<file path="src/rtl/traffic_sched.sv">
`default_nettype none
// ============================================================================
// Module      : traffic_sched
// Description : Two-road traffic light scheduler with pedestrian all-red walk
//               phase and emergency all-red override. Dwell times are counted
//               in ticks of an external timebase enable.
//   clk       in   1  single clock, rising edge
//   reset     in   1  synchronous, active-low reset
//   tick      in   1  timebase enable, one-cycle pulse
//   a, b      in   1  vehicle present on road A / road B
//   ped_req   in   1  pedestrian button, sampled every clk
//   emg       in   1  emergency all-red request, level
//   LA, LB    out  2  road lights (green=00, yellow=01, red=10)
//   walk      out  1  pedestrian walk lamp
//   ped_pend  out  1  pedestrian request latched, not yet served
//   phase     out  3  current state code
// Revision    : 1.0 - initial release
// ============================================================================
module traffic_sched #(
    parameter int GMIN = 5,
    parameter int GMAX = 20,
    parameter int YEL  = 3,
    parameter int WALK = 6,
    parameter int CW   = 5
) (
    input  logic       clk,
    input  logic       reset,
    input  logic       tick,
    input  logic       a,
    input  logic       b,
    input  logic       ped_req,
    input  logic       emg,
    output logic [1:0] LA,
    output logic [1:0] LB,
    output logic       walk,
    output logic       ped_pend,
    output logic [2:0] phase
);

    typedef enum logic [2:0] {
        AG = 3'd0,
        AY = 3'd1,
        BG = 3'd2,
        BY = 3'd3,
        PW = 3'd4,
        ER = 3'd5
    } state_t;

    localparam logic [1:0] GRN = 2'b00;
    localparam logic [1:0] YLW = 2'b01;
    localparam logic [1:0] RED = 2'b10;

    localparam logic LAST_A = 1'b0;
    localparam logic LAST_B = 1'b1;

    // Thresholds compared against n = cnt+1, which needs one extra bit.
    localparam logic [CW:0] GMIN_N = (CW+1)'(GMIN);
    localparam logic [CW:0] GMAX_N = (CW+1)'(GMAX);
    localparam logic [CW:0] YEL_N  = (CW+1)'(YEL);
    localparam logic [CW:0] WALK_N = (CW+1)'(WALK);
    localparam logic [CW-1:0] GMAX_C = CW'(GMAX);

    state_t        state_q, state_d;
    logic [CW-1:0] cnt_q, cnt_d;
    logic          last_q, last_d;
    logic          ped_q, ped_d;
    logic [1:0]    la_q, la_d;
    logic [1:0]    lb_q, lb_d;
    logic          walk_q, walk_d;

    logic [CW:0]   n;

    assign n = {1'b0, cnt_q} + {{CW{1'b0}}, 1'b1};

    always_comb begin
        state_d = state_q;
        last_d  = last_q;

        if (emg) begin
            state_d = ER;
        end else begin
            case (state_q)
                AG: if (tick && (b || ped_q) &&
                        (((n >= GMIN_N) && !a) || (n >= GMAX_N)))
                        state_d = AY;
                AY: if (tick && (n >= YEL_N)) begin
                        state_d = ped_q ? PW : BG;
                        last_d  = LAST_A;
                    end
                BG: if (tick && (a || ped_q) &&
                        (((n >= GMIN_N) && !b) || (n >= GMAX_N)))
                        state_d = BY;
                BY: if (tick && (n >= YEL_N)) begin
                        state_d = ped_q ? PW : AG;
                        last_d  = LAST_B;
                    end
                PW: if (tick && (n >= WALK_N))
                        state_d = (last_q == LAST_A) ? BG : AG;
                ER: state_d = AG;
                default: state_d = AG;
            endcase
        end

        // Dwell counter restarts on any state change, else saturating count.
        if (state_d != state_q) begin
            cnt_d = '0;
        end else if (tick && (cnt_q != GMAX_C)) begin
            cnt_d = cnt_q + 1'b1;
        end else begin
            cnt_d = cnt_q;
        end

        // Entering PW serves the request and beats a coincident press;
        // presses during PW are ignored.
        if ((state_d == PW) && (state_q != PW)) begin
            ped_d = 1'b0;
        end else if (ped_req && (state_q != PW)) begin
            ped_d = 1'b1;
        end else begin
            ped_d = ped_q;
        end

        // Lamps are decoded from the next state so they update on the same
        // edge as the state register.
        la_d   = RED;
        lb_d   = RED;
        walk_d = 1'b0;
        case (state_d)
            AG: la_d = GRN;
            AY: la_d = YLW;
            BG: lb_d = GRN;
            BY: lb_d = YLW;
            PW: walk_d = 1'b1;
            default: ;
        endcase
    end

    always_ff @(posedge clk) begin
        if (!reset) begin
            state_q <= AG;
            cnt_q   <= '0;
            last_q  <= LAST_A;
            ped_q   <= 1'b0;
            la_q    <= GRN;
            lb_q    <= RED;
            walk_q  <= 1'b0;
        end else begin
            state_q <= state_d;
            cnt_q   <= cnt_d;
            last_q  <= last_d;
            ped_q   <= ped_d;
            la_q    <= la_d;
            lb_q    <= lb_d;
            walk_q  <= walk_d;
        end
    end

    assign LA       = la_q;
    assign LB       = lb_q;
    assign walk     = walk_q;
    assign ped_pend = ped_q;
    assign phase    = state_q;

endmodule
`default_nettype wire

</file>
<file path="config.mk">
export PLATFORM = sky130hd
export DESIGN_NAME = traffic_sched
export DESIGN_NICKNAME = d
export VERILOG_FILES = /design/src/rtl/traffic_sched.sv
export SDC_FILE = /design/constraint.sdc
export NUM_CORES = 1
export LEC_CHECK = 0
export ABC_AREA = 1
export CAP_MARGIN = 40
export CORE_ASPECT_RATIO = 0.8
export CORE_UTILIZATION = 47
export CTS_CLUSTER_DIAMETER = 80
export DETAILED_ROUTE_END_ITERATION = 10
export GPL_ROUTABILITY_DRIVEN = 0
export PLACE_DENSITY = 0.8
export SYNTH_ARGS = -nofsm -noshare
export SYNTH_HDL_FRONTEND = slang
export SYNTH_SLANG_ARGS = --single-unit
</file>
<file path="constraint.sdc">
create_clock -name clk -period 1.64 [get_ports clk]
set_input_delay 0.246 -clock clk [delete_from_list [all_inputs] [get_ports clk]]
set_output_delay 0.246 -clock clk [all_outputs]
set_load 0.01 [all_outputs]
</file>
==> summary.md <==
| Metric | Value |
|---|---|
| Largest net degree at the start of global routing | `10` |
| Count leader, synth | `nand2_1` |
| Final Non-Filler Cells | `between 200 and 250` |
| Total Power | `~930 uW` |
| Final core occ | `about 77%` |
| Worst r2r src | `cnt_q[3]$_SDFFE_PP0P_` |
| Synth warn | `0` |
| Power density cells | `612 mW/mm2` |
| Vias in the first global route | `1,118` |
| Worst skew pair latency | `about 300 ps` |
| Die Area | `0.00239 mm2` |
| Clk_skew | `14.3 ps` |
| Root buffer selected by CTS | `clkbuf_4` |
| Clock power frac | `23.7%` |
| Gate Count Post-Synth | `approximately 150` |
| Via density | `5.40` |
| Hold Crit Endpoint | `last_q$_SDFFE_PN0P_` |
| Switching fraction of total power | `between 30% and 40%` |
| Synthesized flop and latch total | `15` |
| GRT Total Usage | `approximately 29%` |
| Syn Nets | `around 160` |
| Starting Density | `52.1%` |
| R2R setup slack | `-240 ps` |
| # clock sinks | `15` |
| Minimum clock period | `1880 ps` |
| Worst Path Buf+Inv | `1` |
| Achievable Freq | `533 MHz` |
| Post-DR wirelength/cell | `14.7 um` |
| Port bufs | `15` |
| DP Cell Count | `204` |
| Fillers | `approximately 130` |
| Area post-placement | `0.00137 mm2` |
| Initial DRC count | `54` |
| GR Layer Usage met2 | `~47%` |
| Ys flop type | `dfxtp_1` |
| CP Launch Type | `flip-flop` |
| Final Hold Viols | `0` |
| Crit-path most repeated cell | `nand2_2` |
| Area occupied by multi-input gates | `between 700 and 800 um2` |
| Worst-path clk slew | `100 ps` |
| Clock buffer count from CTS | `3` |
| Unrepaired setup endpoints after global routing | `true` |
| Hold_sp | `last_q$_SDFFE_PN0P_` |
| Mapped cell area | `0.00103 mm2` |
| Area Overhead vs Synth | `47.5%` |
| Nature of the critical path endpoint | `flip-flop` |
| Grt met3 use | `8.07%` |
| Static Leak | `0.706 nW` |
| Number of enable flip-flop cells after synthesis | `0` |
| Design area | `approximately 0.0015 mm2` |
| Residual DRC count | `0` |
| Max cap viols | `0` |
| N_diodes | `0` |
| Crit path launch | `cnt_q[3]$_SDFFE_PP0P_` |
| Slowest Stage Delay on Critical Path | `470 ps` |
| Layout cells sized above 1 | `42.6%` |
| Worst hold path stage count | `2` |
| Count of pins over their slew limit | `0` |
| Status | `finished with violations` |
| Grt total ovfl | `0` |
| Arrival time worst endpoint | `2090 ps` |
| P_sw | `317 uW` |
| Least-Margin Pin Slew | `332 ps` |
| Setup violators final | `14` |
| Boundary Pins | `16` |
| # hold bufs at CTS | `0` |
| Synth top cells by count | `nand2_1 (25), inv_1 (24), dfxtp_1 (15)` |
| Hold slack | `478 ps` |
| Worst ir drop on vdd | `around 0.5 mV` |
| Die X | `54.4 um` |
| DIE HEIGHT | `43.9 um` |
| Top-area cell type share of the netlist area | `just under 30%` |
| Distinct cells, synth | `25` |
| Initial antenna violation count | `0` |
| Ys async rst share | `0%` |
| GR Util met1 | `34.7%` |
| CTS HTree Levels | `1` |
| Combinational power share | `about a third` |
| CTS tree | `done` |
| Maximum root-to-sink buffer count | `2` |
| First drt pass iteration count | `4` |
| Critical R2R Capture | `cnt_q[1]$_SDFFE_PP0P_` |
| Worst path slowest cell | `dfxtp_1` |
| Int Pwr | `614 uW` |
| Min-Delay Path Class | `flip-flop to flip-flop` |
| Final Net Count | `201` |
| Final setup margin | `-236 ps` |
| Num rows | `14` |
| Core area | `0.00198 mm2` |
| R2R cell count | `12` |
| Total Wirelength | `3160 um` |
| Worst Path Max Fanout | `6` |
| DR vias | `1,155` |
| Register area | `about 310 um2` |
| Failing checks | `setup timing` |
| Gr busiest metal | `met2` |
| Avg Cell Area, Syn | `approximately 7.0 um2` |
| Period utilization | `114%` |
| CP top delay family | `simple AND/OR/NAND/NOR gates` |
| CP Data Required Time | `1850 ps` |
| Largest cells by area after synthesis | `dfxtp_1 (29%), nand2_1 (9.1%), inv_1 (8.7%)` |
| Sequential share of power | `~44%` |
| Post-route ant nets | `0` |
| CP cell instances | `nand2_1, nor3_4, nor2_4, nand3_2, nand2_2, nand2_2, nand3_2, nand2_2, nand2_2, clkinv_2, nand3_4, nor3_4` |
| Yosys top cell by area | `dfxtp_1` |
| Slew margin rel. | `77.6%` |
| WS Path Type | `flip-flop to flip-flop` |
| First-pass GRT wire length | `around 5000 um` |
| Post-DP HPWL | `around 2200 um` |
| Sequential share of the synthesized area | `29.1%` |
==> logic make-up (layout without fill, tap and decap cells) <==
group                      after synthesis  in the layout  synth area share (%)
AOI/OAI and AO/OA                       10             10                  5.22
buffers and inverters                   29             72                  11.4
and+or+nand+nor                         89             89                  49.8
DFF                                     15             15                  29.1
adders and majority gates                3              3                  3.64
xor gates and xnor gates                 1              1                 0.850
==> how the worst max path moves through the flow <==
stage | end | slack (ps) | cells past startpoint
after floorplan | cnt_q[1]$_SDFFE_PP0P_ | 10 | 13
after global placement | cnt_q[1]$_SDFFE_PP0P_ | -210 | 12
after detailed placement | cnt_q[1]$_SDFFE_PP0P_ | -350 | 12
after CTS | cnt_q[1]$_SDFFE_PP0P_ | -170 | 13
after global routing | cnt_q[1]$_SDFFE_PP0P_ | -370 | 12
final | cnt_q[1]$_SDFFE_PP0P_ | -240 | 12
==> sequential cells by signal, summed over array words and instances, names as in the netlist <==
signal,count
ped_pend,1
walk,1
LA,2
LB,2
cnt_q,5
phase,3
last_q,1
==> metrics by stage <==
step                      setup slack, ps  TNS, ps
final                                -236    -1970
after global routing                 -368    -4010
after CTS                            -172    -1090
after detailed placement             -350    -3160
after global placement               -211    -1500
after floorplan                      10.8        0
==> layer usage <==
metal,share of wire [%],routed length (um)
met5,0,0
met4,3.6,114
met3,6.1,192
met2,48,1510
met1,43,1340
==> worst min-delay path, delay by kind of cell (launching register included) <==
| kind | cells | cell delay [ps] |
|---|---|---|
| AO/OA/AOI/OAI | 1 | 60 |
| flip-flops | 1 | 320 |
| buffers and inverters | 1 | 70 |
==> cell type report <==
type | count | area share (%)
Multi-Input combinational cell | 103 | 46.1
Timing Repair Buffer | 40 | 22.5
Sequential cell | 15 | 20.7
Inverter | 28 | 7.00
Tap cell | 24 | 1.98
Clock buffer | 3 | 1.48
Clock inverter | 1 | 0.329
==> cell usage in the layout (no fill, tap or decap), types with 2 or more instances in the layout <==
master and instances:
nor3_1 4, clkinv_2 2, a21oi_1 2, inv_1 23, ha_4 2, nor3_4 2
nor2_1 12, inv_2 4, nor3_2 5, clkdlybuf4s50_1 15, dfxtp_1 10, dfxtp_2 2
o21ai_0 6, nand2_2 17, nor2_4 2, nand4_1 5, nand3_2 8, dfxtp_4 3
nand3_1 8, clkbuf_4 3, buf_4 24, nand2_1 21
==> repair_timing <==
action	in CTS	in global routing
setup buffers	4	2
gates resized for setup	11	10
setup endpoints to repair	16	17
endpoints found under the hold margin	0	0
pin swaps	3	4
==> power by group through the flow <==
stage | combinational [mW] | sequential [mW] | clock [mW]
after floorplan | 0.140 | 0.414 | 0
after CTS | 0.277 | 0.406 | 0.221
after global placement | 0.246 | 0.414 | 0
final | 0.302 | 0.408 | 0.220
after global routing | 0.327 | 0.410 | 0.234
after detailed placement | 0.257 | 0.416 | 0
No activity file was read; power rests on OpenSTA's default activity.
